==> src/rtl/ext_irq_ctrl.sv <==
// External interrupt controller: per-channel synchroniser, debounce and
// level/edge pending logic, fixed-priority arbitration and a claim/complete FSM.

module ext_irq_chan #(
    parameter int DEB_W = 8
) (
    input  logic             clk,
    input  logic             rst_n,
    input  logic             irq_in,
    input  logic             en,
    input  logic             edge_mode,
    input  logic [DEB_W-1:0] cfg_deb,
    input  logic             clr,
    input  logic             in_svc,
    output logic             pend,
    output logic             pend_nxt
);
    logic             sync1_q, sync2_q;
    logic             stable_q, stable_d;
    logic [DEB_W-1:0] cnt_q, cnt_d;
    logic             pend_q, pend_d;
    logic             rise;

    always_comb begin
        stable_d = stable_q;
        cnt_d    = '0;
        if (sync2_q != stable_q) begin
            if (cnt_q == cfg_deb) begin
                stable_d = sync2_q;
            end else begin
                cnt_d = cnt_q + 1'b1;
            end
        end
    end

    assign rise = stable_d & ~stable_q;

    // Level mode tracks the debounced value being written this edge, so both
    // modes raise pend on the same edge as stable.
    always_comb begin
        pend_d = pend_q;
        if (!en) begin
            pend_d = 1'b0;
        end else if (edge_mode) begin
            if (rise) begin
                pend_d = 1'b1;
            end else if (clr) begin
                pend_d = 1'b0;
            end
        end else begin
            pend_d = stable_d & ~in_svc;
        end
    end

    always_ff @(posedge clk or negedge rst_n) begin
        if (!rst_n) begin
            sync1_q  <= 1'b0;
            sync2_q  <= 1'b0;
            stable_q <= 1'b0;
            cnt_q    <= '0;
            pend_q   <= 1'b0;
        end else begin
            sync1_q  <= irq_in;
            sync2_q  <= sync1_q;
            stable_q <= stable_d;
            cnt_q    <= cnt_d;
            pend_q   <= pend_d;
        end
    end

    assign pend     = pend_q;
    assign pend_nxt = pend_d;
endmodule

module ext_irq_ctrl #(
    parameter int NUM_IRQ = 8,
    parameter int IDW     = 3,
    parameter int DEB_W   = 8
) (
    input  logic               clk,
    input  logic               rst_n,
    input  logic [NUM_IRQ-1:0] irq_in,
    input  logic [NUM_IRQ-1:0] cfg_en,
    input  logic [NUM_IRQ-1:0] cfg_edge,
    input  logic [DEB_W-1:0]   cfg_deb,
    output logic               irq_req,
    output logic [IDW-1:0]     irq_id,
    input  logic               irq_claim,
    input  logic               irq_complete,
    output logic               busy,
    output logic [NUM_IRQ-1:0] pend
);
    typedef enum logic [1:0] {IDLE, REQ, SVC} state_t;

    state_t             state_q, state_d;
    logic               irq_req_q, irq_req_d;
    logic [IDW-1:0]     irq_id_q, irq_id_d;
    logic               busy_q, busy_d;
    logic [NUM_IRQ-1:0] pend_q, pend_d;
    logic               claim_ok;
    logic               svc_nxt;
    logic [IDW-1:0]     low_id;

    assign claim_ok = (state_q == REQ) && irq_claim;
    // Service status for the coming cycle; level channels use it so pend reads
    // 0 from the first SVC cycle onward.
    assign svc_nxt  = claim_ok || ((state_q == SVC) && !irq_complete);

    for (genvar g = 0; g < NUM_IRQ; g++) begin : g_chan
        ext_irq_chan #(.DEB_W(DEB_W)) u_chan (
            .clk       (clk),
            .rst_n     (rst_n),
            .irq_in    (irq_in[g]),
            .en        (cfg_en[g]),
            .edge_mode (cfg_edge[g]),
            .cfg_deb   (cfg_deb),
            .clr       (claim_ok && (irq_id_q == IDW'(g))),
            .in_svc    (svc_nxt && (irq_id_q == IDW'(g))),
            .pend      (pend_q[g]),
            .pend_nxt  (pend_d[g])
        );
    end

    always_comb begin
        low_id = '0;
        for (int i = NUM_IRQ - 1; i >= 0; i--) begin
            if (pend_q[i]) low_id = IDW'(i);
        end
    end

    always_comb begin
        state_d   = state_q;
        irq_req_d = irq_req_q;
        irq_id_d  = irq_id_q;
        busy_d    = busy_q;
        unique case (state_q)
            IDLE: begin
                if (|pend_q) begin
                    irq_id_d  = low_id;
                    irq_req_d = 1'b1;
                    state_d   = REQ;
                end
            end
            REQ: begin
                if (irq_claim) begin
                    irq_req_d = 1'b0;
                    busy_d    = 1'b1;
                    state_d   = SVC;
                end else if (!pend_d[irq_id_q]) begin
                    irq_req_d = 1'b0;
                    state_d   = IDLE;
                end
            end
            SVC: begin
                if (irq_complete) begin
                    busy_d  = 1'b0;
                    state_d = IDLE;
                end
            end
            default: begin
                state_d   = IDLE;
                irq_req_d = 1'b0;
                busy_d    = 1'b0;
            end
        endcase
    end

    always_ff @(posedge clk or negedge rst_n) begin
        if (!rst_n) begin
            state_q   <= IDLE;
            irq_req_q <= 1'b0;
            irq_id_q  <= '0;
            busy_q    <= 1'b0;
        end else begin
            state_q   <= state_d;
            irq_req_q <= irq_req_d;
            irq_id_q  <= irq_id_d;
            busy_q    <= busy_d;
        end
    end

    assign irq_req = irq_req_q;
    assign irq_id  = irq_id_q;
    assign busy    = busy_q;
    assign pend    = pend_q;
endmodule

==> config.mk <==
export PLATFORM = sky130hd
export DESIGN_NAME = ext_irq_ctrl
export DESIGN_NICKNAME = d
export VERILOG_FILES = /design/src/rtl/ext_irq_ctrl.sv
export SDC_FILE = /design/constraint.sdc
export NUM_CORES = 1
export LEC_CHECK = 0
export ABC_AREA = 0
export CAP_MARGIN = 20
export CELL_PAD_IN_SITES_DETAIL_PLACEMENT = 1
export CELL_PAD_IN_SITES_GLOBAL_PLACEMENT = 1
export CORE_UTILIZATION = 40
export DETAILED_ROUTE_END_ITERATION = 8
export GPL_ROUTABILITY_DRIVEN = 0
export GPL_TIMING_DRIVEN = 0
export PLACE_DENSITY_LB_ADDON = 0.1
export SETUP_SLACK_MARGIN = 0.1
export SLEW_MARGIN = 20
export SYNTH_ARGS = -nofsm -noshare
export SYNTH_HDL_FRONTEND = slang
export SYNTH_SLANG_ARGS = --single-unit
==> constraint.sdc <==
create_clock -name clk -period 2.3 [get_ports clk]
set_input_delay 0.23 -clock clk [delete_from_list [all_inputs] [get_ports clk]]
set_output_delay 0.23 -clock clk [all_outputs]
set_load 0.02 [all_outputs]
==> run summary <==
The power per cell area is 829 nW/um^2. Yosys mapped a number of flops with a built-in enable equal to 0. In this run the cell area measured after placement is 6170 um^2. Along the worst path, the maximum fanout reaches 6. The floorplan step set the die height to 119 um. Data on the critical path arrives at its endpoint at 2.43 ns. The register area came out at 2580 um^2. The standby leakage power is 2.96 nW. The share of total power dissipated in the clock network is 0.284. The fraction of final layout cells sized beyond drive strength 1 is 0.152. The worst supply voltage drop on vdd is 0.000408 V. The number of buffers created by CTS came out at 9.

The most frequently used flop master after synthesis is sky130_fd_sc_hd__dfrtp_1. The final-report setup violation count came out at 0. The minimum clock period after layout came out at 2.22 ns.

For this run the aggregate overflow at the end of global routing stands at 0. The first-pass iteration count of the detailed router is 4. The share of total power dissipated in combinational logic is 0.290. The TritonCTS clock tree is built.

The footprint of the multi-input gates is 2910 um^2. In the synthesized netlist, the cells that appear most often are 103 x sky130_fd_sc_hd__dfrtp_1, 82 x sky130_fd_sc_hd__nor2_1, 65 x sky130_fd_sc_hd__xnor2_1, 54 x sky130_fd_sc_hd__xor2_1, 35 x sky130_fd_sc_hd__nand3_1. The wire length on met3 is 448 um. Of the total power, the share spent switching nets is 0.341.

For flop-to-flop paths, the worst setup slack is 0.08 ns. The insertion delay of the later-clocked pin in the worst-skew pair is 0.36 ns. The total number of yosys warnings is 0.

Max-cap violations in this run came to 0. Clock tree synthesis found a total of 103 sinks. The cell count after synthesis came out at 549. The final standard cell count with taps included and fillers excluded came out at 799. The worst setup path is of the register to register kind. The mapped cell area is 5520 um^2. The path class of the tightest hold or removal check is primary input to asynchronous set/reset pin. The post-route met1 wirelength came out at 6580 um. The sum of routed wire length over all layers is 14600 um. The number of port buffers came out at 40. The endpoint identified for the worst register-to-register timing path is state_q[0]. Walking the worst path, the cells encountered are xor2_1 > nor4_2 > buf_4 > nand4b_1 > nand3b_1 > o32ai_4 > a2111oi_4 > nand3_1. The number of nets still failing antenna checks after routing is 0. The number of diodes added for antenna fixing came out at 0. The layout-stage area growth over the synthesis result came out at 23.5%. The final worst-path cycle share is 0.965. Summed over all nets, the half-perimeter wirelength after detailed placement is 10200 um. The maximum single-stage delay on the critical path is 0.44 ns. The number of endpoints with negative hold slack in the final report is 0.

The largest total area in the synthesized netlist belongs to sky130_fd_sc_hd__dfrtp_1. Clock skew on the completed layout was measured at 0.00674 ns. STA classifies the critical path endpoint as a register. The internal power consumption is 3.72 mW. Among all stages on the critical path, the largest delay is contributed by sky130_fd_sc_hd__dfrtp_1. After detailed routing, no signal wire sits above met4. The number of placed instances with taps included came out at 766. The core region is 13300 um^2. The first-pass GRT wire length came out at 23700 um. In this run the critical register-to-register path is launched from g_chan[5].u_chan.cnt_q[0]. The number of pins with negative max-slew slack in the final report was 0. At the pin with the least slew margin, the transition time is 0.608 ns. The synthesized design contains 103 register bits. The tightest slew margin relative to the limit came out at 0.592. After routing the design area is 6820 um^2. Setup repair after global routing could not meet its margin everywhere. The number of buffers on the longest clock path is 2. The clock slew seen by the registers of the worst setup and hold paths came out at 0.07 ns. The root buffer cell is sky130_fd_sc_hd__clkbuf_16.

A synthesized cell averages 10.1 um^2. For this run, design rule violations remaining after detail routing come to 0. The total chip power came out at 5.65 mW. Dividing the detail-routed via count by the number of cells gives 5.22.

In the global route stage, overall resource usage came out at 0.219. The sequential fraction of the synthesis area came out at 0.467. The share of the synthesized area in the top cell type is 0.467. The die extent in x came out at 119 um.

The H-tree was split into 3 levels. The initial antenna violation count came out at 0. The highest clock frequency the design can meet is 0.450 GHz.

The number of library cell types mapped by synthesis came out at 53. The met2 wire length is 7290 um. The standard-cell row count came out at 42. The number of global-route vias before repair came out at 4431. The most frequent cell after synthesis is sky130_fd_sc_hd__dfrtp_1.

The sequential share of power came out at 0.426. The net count after synthesis is 593. The maximum number of pins on one net before global-route repair is 78. Data on the critical path is required at its endpoint by 2.51 ns. The number of cell instances on the worst register-to-register path came out at 8. Detailed routing inserted a total of 4172 vias. After the last flow step, the layout net total stands at 662. After filler insertion, the fill cell instance count of the layout stands at 1527. The average wire per cell in the routed design came out at 18.3 um. The total die area came out at 14300 um^2.

The net switching power came out at 1.93 mW. The run finished with clean final reports. The critical path startpoint category is a register. The share of flip-flops with an asynchronous set or reset after synthesis came out at 1.00. For this configuration, the core starts out at a cell density of 0.414.

Ranked by total cell area, the synthesized netlist is headed by sky130_fd_sc_hd__dfrtp_1 47%, sky130_fd_sc_hd__xnor2_1 10%, sky130_fd_sc_hd__xor2_1 8.6%, sky130_fd_sc_hd__nor2_1 5.6%, sky130_fd_sc_hd__nand3_1 3.2%. The number of top-level pins is 49. The starting DRC count in detailed routing is 168.
==> critical path: cells and delay by family (launching register included) <==
kind	cells	cell delay [ns]
compound gates	2	0.51
xor+xnor	1	0.18
buf+inv	1	0.18
flops	1	0.44
simple gates	4	0.76
==> sequential cells by signal (all words and copies together) (netlist names) <==
name                    flops
irq_req                     1
g_chan.u_chan.pend          8
irq_id                      3
g_chan.u_chan.sync2_q       8
g_chan.u_chan.stable_q      8
g_chan.u_chan.cnt_q        64
busy                        1
state_q                     2
g_chan.u_chan.sync1_q       8
==> power by group through the flow <==
stage | Combinational, mW | Sequential (mW) | Clock (mW)
detailed placement | 1.43 | 2.44 | 0
floorplan | 0.928 | 2.37 | 0
CTS | 1.59 | 2.40 | 1.65
global placement | 1.37 | 2.43 | 0
finish | 1.64 | 2.41 | 1.61
global route | 1.82 | 2.45 | 1.71
==> final cells by class <==
type | count | area share
buffer | 21 | 0.0253
clock buffer | 12 | 0.0376
clock inverter | 4 | 0.00771
inverter | 16 | 0.00881
multi-input combinational | 409 | 0.427
sequential | 103 | 0.378
tap | 176 | 0.0323
timing repair buffer | 58 | 0.0826
==> what timing repair did <==
action / in CTS / in global routing
gates cloned: 0 / 0
endpoints found under the setup margin: 2 / 2
hold buffers: 1 / 0
buffers inserted: 10 / 6
resized for setup: 25 / 16
endpoints found under the hold margin: 26 / 0
pin swaps: 16 / 14
==> layout by cell type, fill, tap and decap left out, drive strengths merged, types with 14 or more instances in the layout <==
cell type,synthesis,final
a21oi,14,14
and3,22,22
buf,19,37
clkbuf,2,14
clkdlybuf4s50,0,39
dfrtp,103,103
inv,16,17
nand2,28,28
nand3,35,35
nand4,14,14
nor2,82,82
xnor2,66,66
xor2,54,54
==> per-layer routing <==
layer	vias up	global-route usage
met1	2092	0.274
met2	56	0.376
li1	2006	-
met3	18	0.0466
met4	0	0.0719
met5	-	0
==> metrics by stage <==
step           utilization  worst slack [ns]  setup TNS (ns)  hold slack, ns
4_1_cts              0.501            0.0787               0           0.291
3_5_place_dp         0.462            -0.543           -1.07           0.117
2_1_floorplan            -             0.198               0         -0.0656
6_report             0.511            0.0796               0           0.300
3_3_place_gp         0.460             -3.08         -316.65           0.333
5_1_grt              0.511           -0.0118         -0.0152           0.297
==> cell families after synthesis <==
| group | after synthesis | share of synthesized area |
|---|---|---|
| adders and majority gates | 8 | 0.0181 |
| xor gates and xnor gates | 120 | 0.192 |
| and+or+nand+nor | 211 | 0.186 |
| DFF | 103 | 0.467 |
| muxes | 10 | 0.0204 |
| buffers and inverters | 37 | 0.0394 |
| AOI/OAI and AO/OA | 60 | 0.0773 |
==> worst max-delay path by stage <==
| stage | start | cells after the start | end | slack (ns) |
|---|---|---|---|---|
| after floorplan | irq_id[2] | 7 | state_q[0] | 0.20 |
| after global placement | rst_n | 1 | g_chan[0].u_chan.cnt_q[2] | -3.08 |
| after detailed placement | irq_claim | 8 | state_q[0] | -0.54 |
| after CTS | state_q[1] | 9 | state_q[0] | 0.08 |
| after global routing | g_chan[5].u_chan.cnt_q[0] | 8 | state_q[0] | -0.01 |
| final | g_chan[5].u_chan.cnt_q[0] | 8 | state_q[0] | 0.08 |
(Power assumes the default switching activity.)
